<file path="config.mk">
export PLATFORM = sky130hd
export DESIGN_NAME = pipe_ctrl
export DESIGN_NICKNAME = d
export VERILOG_FILES = /design/src/rtl/pipe_ctrl.sv
export SDC_FILE = /design/constraint.sdc
export NUM_CORES = 1
export LEC_CHECK = 0
export ABC_AREA = 1
export ABC_CLOCK_PERIOD_IN_PS = 5600
export CAP_MARGIN = 20
export CORE_ASPECT_RATIO = 0.6
export CORE_MARGIN = 2
export CORE_UTILIZATION = 50
export DETAILED_ROUTE_END_ITERATION = 8
export GPL_TIMING_DRIVEN = 0
export PLACE_DENSITY = 0.8
export SLEW_MARGIN = 20
export SYNTH_ARGS = -nofsm -noshare
export SYNTH_HDL_FRONTEND = slang
export SYNTH_SLANG_ARGS = --single-unit
</file>
<file path="constraint.sdc">
create_clock -name clock -period 5.6 [get_ports clock]
set_input_delay 1.68 -clock clock [delete_from_list [all_inputs] [get_ports clock]]
set_output_delay 1.68 -clock clock [all_outputs]
set_load 0.005 [all_outputs]
</file>
<file path="src/rtl/pipe_ctrl.sv">
// rtl/pipe_ctrl.sv - pipeline sequencer: enable, stage valids, memory stall, halt
module pipe_ctrl #(
  parameter int TIMEOUT = 8
) (
  input  logic        clock,
  input  logic        reset,
  input  logic        run,
  input  logic [1:0]  flash,
  input  logic        memreq,
  input  logic        memack,
  input  logic        haltinst,
  output logic        enable,
  output logic        pcwe,
  output logic        ifvalid,
  output logic        idvalid,
  output logic        ievalid,
  output logic [1:0]  state,
  output logic [15:0] stallcnt,
  output logic [15:0] flushcnt,
  output logic        timeout
);

  typedef enum logic [1:0] {
    S_IDLE    = 2'b00,
    S_RUN     = 2'b01,
    S_MEMWAIT = 2'b10,
    S_HALT    = 2'b11
  } state_t;

  // Last stalled cycle index before the access is declared dead.
  localparam logic [7:0] LP_LAST_WAIT = 8'(TIMEOUT - 1);

  state_t      r_state;
  logic [7:0]  r_waitcnt;
  logic        r_ifvalid;
  logic        r_idvalid;
  logic        r_ievalid;
  logic [15:0] r_stallcnt;
  logic [15:0] r_flushcnt;
  logic        r_timeout;

  logic        w_halt_req;
  logic        w_mem_stall;
  logic        w_enable;
  logic        w_stall_inc;
  logic        w_flush1;
  logic        w_flush2;
  logic [1:0]  w_flush_add;
  logic [16:0] w_flush_sum;

  // Only a live IE instruction may halt or stall the pipe.
  assign w_halt_req  = haltinst & r_ievalid;
  assign w_mem_stall = memreq & r_ievalid & ~memack;
  assign w_flush1    = (flash == 2'b01);
  assign w_flush2    = (flash == 2'b10);

  // Global advance decision; drops in the same cycle as an unacknowledged access.
  always_comb begin
    w_enable = 1'b0;
    case (r_state)
      S_RUN:     w_enable = ~w_halt_req & ~w_mem_stall;
      S_MEMWAIT: w_enable = memack;
      default:   w_enable = 1'b0;
    endcase
  end

  // Stall cycles: the RUN entry cycle plus every MEMWAIT cycle without an ack.
  assign w_stall_inc = ((r_state == S_RUN) & ~w_halt_req & w_mem_stall) |
                       ((r_state == S_MEMWAIT) & ~memack);

  assign w_flush_add = ~w_enable ? 2'd0 : (w_flush2 ? 2'd2 : (w_flush1 ? 2'd1 : 2'd0));
  assign w_flush_sum = {1'b0, r_flushcnt} + {15'd0, w_flush_add};

  // Sequencer FSM with memory-wait timeout; HALT is only left through reset.
  always_ff @(posedge clock or posedge reset) begin
    if (reset) begin
      r_state   <= S_IDLE;
      r_waitcnt <= 8'd0;
      r_timeout <= 1'b0;
    end else begin
      case (r_state)
        S_IDLE: begin
          if (run) r_state <= S_RUN;
        end
        S_RUN: begin
          if (w_halt_req) begin
            r_state <= S_HALT;
          end else if (w_mem_stall) begin
            r_state   <= S_MEMWAIT;
            r_waitcnt <= 8'd1;
          end
        end
        S_MEMWAIT: begin
          if (memack) begin
            r_state <= S_RUN;
          end else if (r_waitcnt == LP_LAST_WAIT) begin
            r_state   <= S_HALT;
            r_timeout <= 1'b1;
          end else begin
            r_waitcnt <= r_waitcnt + 8'd1;
          end
        end
        default: r_state <= S_HALT;
      endcase
    end
  end

  // Stage valid shift with flush kill, applied only on advancing edges.
  always_ff @(posedge clock or posedge reset) begin
    if (reset) begin
      r_ifvalid <= 1'b0;
      r_idvalid <= 1'b0;
      r_ievalid <= 1'b0;
    end else if (w_enable) begin
      r_ievalid <= r_idvalid;
      r_idvalid <= w_flush2 ? 1'b0 : r_ifvalid;
      r_ifvalid <= ~(w_flush1 | w_flush2);
    end
  end

  // Saturating stall and flushed-slot counters.
  always_ff @(posedge clock or posedge reset) begin
    if (reset) begin
      r_stallcnt <= 16'd0;
      r_flushcnt <= 16'd0;
    end else begin
      if (w_stall_inc && (r_stallcnt != 16'hFFFF)) r_stallcnt <= r_stallcnt + 16'd1;
      r_flushcnt <= w_flush_sum[16] ? 16'hFFFF : w_flush_sum[15:0];
    end
  end

  assign enable   = w_enable;
  assign pcwe     = w_enable;
  assign ifvalid  = r_ifvalid;
  assign idvalid  = r_idvalid;
  assign ievalid  = r_ievalid;
  assign state    = r_state;
  assign stallcnt = r_stallcnt;
  assign flushcnt = r_flushcnt;
  assign timeout  = r_timeout;

endmodule

</file>
==> metrics <==
Tmin final=5.06 ns; status=finished, final reports clean; Critical Path Start=memack; DIE HEIGHT=62.4 µm; buffers inserted by post-CTS timing repair=0; core area=5540 µm²; CTS root buffer=clkbuf_8; worst r2r src=state[0]$_DFFE_PP0P_; part of the power in registers=0.403; total track usage=0.223; crit-path cells=clkdlybuf4s50_1 -> inv_1 -> nand3_1 -> nand3_1 -> nand2_1 -> nand2_1 -> inv_1 -> buf_4 -> clkdlybuf4s50_1; # setup viols final=0; Hold Path Class=reg -> reg; post-cts sizing count=0; synth unique cells=29; net switching fraction of the power=0.373; global route total overflow=0; Slew headroom=0.694; Port-buffer cells=47; maxcap violations=0; Slew Limit Fails=0; cells on worst reg2reg path=17; Fin. Hold Viols=0; Worst Tran Pin Value=0.458 ns; Sinks on Clock Net=46; critical path launch point type=input port; Clk pwr share=0.198; worst-path maximum fanout=7; DRC Markers=0; top_reg_cell synth=dfrtp_1; hold_buf cts=0; synth top area cells=dfrtp_1 (40%), nand2_1 (20%), nand3_1 (6.2%); layout cells sized above 1=0.0686; RSZ-0062 raised after global routing=no; Reg clk slew, reported paths=0.08 ns; worst r2r dst=flushcnt[8]$_DFF_PP0_; post-detail-place hpwl=5030 µm; Design Area, Final=3530 µm²; Avg Inst Size Synth=7.19 µm²; routed wire length=6550 µm; 1st-iter DRT viols=169; CTS tree=yes; vias in the first global route=2455; Post-Syn Nets=415; TritonCTS buffer count=5; cell taking the most area after synthesis=dfrtp_1; top-area cell type share of the netlist area=0.404; number of H-tree levels=2; total power divided by cell area=314 nW/µm²; r2r setup slk=2.67 ns; DP Area=3440 µm²; required time worst endpoint=3.92 ns; sequential share of the synthesized area=0.404; fin cells=532; post-detailed-route wirelength per cell=12.3 µm; P&R area growth vs syn=24.1%; DR vias/cell=4.96; clk buf depth=2; Synth Instances=396; yosys warns=0; setup_tns=0 ns; Worst path slowest cell=clkdlybuf4s50_1; Ant. Diodes=0; Post-synth EDFFs=0; initial antenna violation count=0; Sw Pwr=0.000414 W; DR vias=2637; Pwr Total=0.00111 W; Die ar.=6330 µm²; Max stage delay on crit path=0.52 ns; CP endpoint kind=output pin; Starting Density=0.513; Worst-Skew Late Latency=0.31 ns; GP Congestion=0.898; Site Rows=21; Cell Int Power=0.000696 W; IO Pins=48; Worst Path Class, Setup=in -> out; critical path endpoint=pcwe; dpl cells=524; Yosys reg bits=46; drt pass-1 iters=5; antenna-violating nets left=0; P_leak=1.65 nW; synthesized area=2850 µm²; first-pass GRT wire length=11200 µm; Final Net Count=470; ys async rst share=1.00; Fmax achieved=0.198 GHz; pin count of the biggest net entering global routing=28; worst vdd ir=201 µV; power share of the combinational group=0.399; final cycle utilization of the critical path=0.903; Arr. time, crit path=3.38 ns; die width=101 µm; clock skew=0.00692 ns; Layout fillers=479
-- synthesized netlist by cell type, types with 2 or more instances --
library cell,instances
ha_1,10
xnor2_1,7
or2_2,3
o21ai_0,14
nand2_1,150
nor2_1,39
nand2_4,2
inv_1,44
inv_2,2
nor3_1,4
o21ai_1,4
xor2_1,5
nand4_1,10
dfrtp_1,46
nor2_2,4
buf_6,2
o21bai_1,2
nand3_1,35
buf_4,3
-- sequential cells by signal, indices dropped and copies added, names as in the netlist --
register / flops
flushcnt: 16
idvalid: 1
ievalid: 1
ifvalid: 1
r_waitcnt: 8
stallcnt: 16
state: 2
timeout: 1
-- power groups by stage --
| stage | clock, W | sequential [W] | combinational [W] |
|---|---|---|---|
| 2_1_floorplan | 0 | 0.000448 | 0.000263 |
| 3_3_place_gp | 0 | 0.000451 | 0.000428 |
| 3_5_place_dp | 0 | 0.000453 | 0.000443 |
| 4_1_cts | 0.000227 | 0.000448 | 0.000446 |
| 5_1_grt | 0.000238 | 0.000456 | 0.000499 |
| 6_report | 0.000220 | 0.000447 | 0.000443 |
-- metal layers --
layer / vias up / routed length [µm] / track usage
li1: 1349 / - / -
met1: 1194 / 3260 / 0.336
met2: 84 / 2770 / 0.322
met3: 10 / 425 / 0.0436
met4: 0 / 93 / 0.0726
met5: - / 0 / 0
-- critical path, delay by kind of cell --
family	cells	cell delay (ns)
AND/OR/NAND/NOR	4	0.37
buffers and inverters	5	1.33
-- layout by cell type (no fill, tap or decap), types with 2 or more instances in the layout --
| master | synthesis | routed |
|---|---|---|
| inv_1 | 44 | 43 |
| nor2_2 | 4 | 4 |
| clkbuf_8 | 0 | 6 |
| nor3_1 | 4 | 4 |
| nor2_1 | 39 | 39 |
| dfrtp_1 | 46 | 46 |
| nand3_1 | 35 | 35 |
| inv_2 | 2 | 3 |
| ha_1 | 10 | 10 |
| buf_6 | 2 | 2 |
| clkdlybuf4s50_1 | 0 | 47 |
| xnor2_1 | 7 | 7 |
| o21ai_1 | 4 | 4 |
| o21ai_0 | 14 | 14 |
| or2_2 | 3 | 3 |
| nand2_4 | 2 | 2 |
| o21bai_1 | 2 | 2 |
| nand2_1 | 150 | 150 |
| buf_4 | 3 | 3 |
| xor2_1 | 5 | 5 |
| nand4_1 | 10 | 10 |
-- worst min path at each step --
| stage | depth (start not counted) | from | end | slack (ns) |
|---|---|---|---|---|
| 3_3_place_gp | 1 | timeout$_DFFE_PP0P_ | timeout$_DFFE_PP0P_ | 0.46 |
| 2_1_floorplan | 1 | timeout$_DFFE_PP0P_ | timeout$_DFFE_PP0P_ | 0.45 |
| 6_report | 1 | timeout$_DFFE_PP0P_ | timeout$_DFFE_PP0P_ | 0.49 |
| 5_1_grt | 1 | timeout$_DFFE_PP0P_ | timeout$_DFFE_PP0P_ | 0.52 |
| 3_5_place_dp | 1 | timeout$_DFFE_PP0P_ | timeout$_DFFE_PP0P_ | 0.46 |
| 4_1_cts | 1 | timeout$_DFFE_PP0P_ | timeout$_DFFE_PP0P_ | 0.49 |
-- logic make-up after synthesis --
kind of cell | share of synthesized area
buffers and inverters | 0.0800
and+or+nand+nor | 0.386
DFF | 0.404
adders and majority gates | 0.0510
AOI/OAI and AO/OA | 0.0413
xor gates and xnor gates | 0.0369
-- through the flow --
| stage | hold slack (ns) | util | setup slack [ns] |
|---|---|---|---|
| 6_report | 0.490 | 0.637 | 0.543 |
| 5_1_grt | 0.520 | 0.637 | 0.390 |
| 4_1_cts | 0.489 | 0.637 | 0.538 |
| 3_5_place_dp | 0.459 | 0.620 | 0.542 |
| 3_3_place_gp | 0.456 | 0.616 | 0.547 |
| 2_1_floorplan | 0.451 | - | 1.65 |
-- final cells by class --
cell class              instances  area, µm²  share of cell area
plain buffers                   5       45.0              0.0128
clock buffers                   6       82.6              0.0234
clock inverters                 2       12.5             0.00354
inverters                      48        183              0.0517
multi-input cells             297       1470               0.416
flip-flops and latches         46       1150               0.326
well taps                      80        100              0.0283
repair buffers                 48        490               0.139
Note: power is estimated with default switching activity, not from simulation.
==> edit, RTL diff (config.mk and constraints unchanged) <==
Reset style: synchronous (`reset`), changed in 3 clocked blocks.
--- a/src/rtl/pipe_ctrl.sv
+++ b/src/rtl/pipe_ctrl.sv
@@ -74,3 +74,3 @@
   // Sequencer FSM with memory-wait timeout; HALT is only left through reset.
-  always_ff @(posedge clock or posedge reset) begin
+  always_ff @(posedge clock) begin
     if (reset) begin
@@ -108,3 +108,3 @@
   // Stage valid shift with flush kill, applied only on advancing edges.
-  always_ff @(posedge clock or posedge reset) begin
+  always_ff @(posedge clock) begin
     if (reset) begin
@@ -121,3 +121,3 @@
   // Saturating stall and flushed-slot counters.
-  always_ff @(posedge clock or posedge reset) begin
+  always_ff @(posedge clock) begin
     if (reset) begin
Check against the original RTL: differs if reset is asserted again (counterexample within 4 cycles, from zero or initial values and one cycle with reset high); with reset held inactive, the same outputs for 10 cycles.
==> edit against the original RTL <==
Cell area decreased by 2.4%. Setup slack got worse by 0.16 ns. Via count increased by 5.5%. Synthesized cell count increased by 9.1%. Sequential cell count unchanged. Synthesized area decreased by 1.8%. Routed wire length decreased by 1.5%. Total power decreased by 23%. Critical path type unchanged. Largest cell class unchanged.
==> edit: results (changes against the original RTL) <==
| Metric | Value |
|---|---|
| Run status | `finished, final reports clean` |
| Leak | `1.36 nW (-18%)` |
| Vias per cell | `5.00 (+0.94%)` |
| Post_cts resized | `0 (unchanged)` |
| Post-synth cell types | `28 (-3.4%)` |
| Total setup buffers inserted after CTS | `0 (unchanged)` |
| Vias in the first global route | `2490 (+1.4%)` |
| CP peak stage delay | `0.54 ns (+0.02 ns)` |
| CP Data Arrival Time | `3.53 ns (+0.15 ns)` |
| FILL cells | `524 (+9.4%)` |
| Drt pass-1 iters | `4 (-1)` |
| Antenna Cells | `0 (unchanged)` |
| Initial antenna violation count | `0 (unchanged)` |
| Share of flip-flops with an asynchronous set or reset | `0 (-1.00)` |
| Met1 usage | `0.313 (-0.0230)` |
| Overall routing resource usage | `0.217 (-0.00582)` |
| CTS clk-pin slew, worst paths | `0.09 ns` |
| Clock root buffer | `clkbuf_8` |
| Routed wl met2 | `2680 um (-3.2%)` |
| IO Port Bufs | `47 (unchanged)` |
| YS warnings | `0 (unchanged)` |
| Met3 Track Usage GR | `0.0436 (unchanged)` |
| Slew Limit Headroom | `0.621 (-0.0733)` |
| Worst-Skew Late Latency | `0.31 ns (about the same)` |
| Metal1 wirelength | `3410 um (+4.6%)` |
| Highest Signal Layer | `met4` |
| Global-route wire length before repair | `10800 um (-3.0%)` |
| Syn nets | `451 (+8.7%)` |
| DR iter-0 viols | `120 (-29%)` |
| Hold Crit Class | `flip-flop to flip-flop` |
| Synth Instances | `432 (+9.1%)` |
| Seq/Total Area, Yosys | `0.329 (-0.0751)` |
| VDD IR max | `0.231 mV (+15%)` |
| Routed WL | `6450 um (-1.5%)` |
| Slowest stage cell, crit path | `clkdlybuf4s50_1` |
| Via count | `2782 (+5.5%)` |
| Gpl congestion | `0.883 (-1.7%)` |
| Largest net degree at the start of global routing | `15 (-46%)` |
| CTS Hold Bufs | `0 (unchanged)` |
| Post-synth top cells | `nand2_1 (119), nor2_1 (65), inv_1 (58)` |
| Worst slack, placed | `0.383 ns (-0.159 ns)` |
| M2 GR Usage | `0.344 (+0.0222)` |
| Top post-synthesis cells by area | `dfxtp_1 (33%), nand2_1 (16%), nor2_1 (8.7%)` |
| Proportion of layout cells with a drive suffix above 1 | `0.0883 (+0.0197)` |
| Internal | `0.565 mW (-19%)` |
| Placement Cell Area | `0.00335 sq mm (-2.4%)` |
| Highest net fanout along the worst path | `6 (-1)` |
| Post-DP HPWL | `4940 um (-1.8%)` |
| Num CTS Buffers | `5 (unchanged)` |
| # H-tree levels | `2 (unchanged)` |
| DR WL met3 | `347 um (-18%)` |
| Clock tree buffer depth | `2 (unchanged)` |
| Setup Skew | `0.0121 ns (+0.00518 ns)` |
| Final layout net count | `505 (+7.4%)` |
| Placed insts | `548 (+4.6%)` |
==> edit: changes by cell type after synthesis, sizes merged, moves of 7 or more <==
cell and change:
a21oi +21, dfrtp -46, dfxtp +46, inv +12
nor2 +30, o21ai -9, nor3 +7, nand2 -30
==> edit: cells by family after synthesis <==
| logic type | Yosys count | share of synthesized area |
|---|---|---|
| AOI/OAI and AO/OA | 34 | 0.0702 |
| xor gates and xnor gates | 9 | 0.0282 |
| adders and majority gates | 11 | 0.0519 |
| buffers and inverters | 69 | 0.104 |
| DFF | 46 | 0.329 |
| and+or+nand+nor | 263 | 0.416 |
==> edit: power groups by stage <==
stage | registers (mW) | clock network (mW) | logic (mW)
3_3_place_gp | 0.382 | 0 | 0.254
3_5_place_dp | 0.383 | 0 | 0.261
4_1_cts | 0.376 | 0.221 | 0.262
2_1_floorplan | 0.380 | 0 | 0.165
6_report | 0.376 | 0.217 | 0.262
5_1_grt | 0.380 | 0.233 | 0.297
==> edit: worst max-delay path, delay by kind of cell <==
kind,cells,cell delay (ns)
AND/OR/NAND/NOR,5,0.49
buffers and inverters,4,1.35
==> edit: final timing paths <==
kind / start / end / slack (ns) / depth (start not counted)
max: memack / pcwe / 0.39 / 9
min: r_waitcnt[1] / r_waitcnt[1] / 0.49 / 2
min reg2reg: r_waitcnt[1] / r_waitcnt[1] / 0.49 / 2
max reg2reg: state[1] / flushcnt[11] / 2.63 / 19
==> edit: area by class of cell <==
class                      instances  area [sq um]  area share
multi-input combinational        317          1580       0.459
sequential                        46           921       0.267
timing repair buffer              47           470       0.136
inverter                          59           221      0.0642
tap                               69          86.3      0.0250
clock buffer                       6          82.6      0.0239
buffer                            10          70.1      0.0203
clock inverter                     2          12.5     0.00363
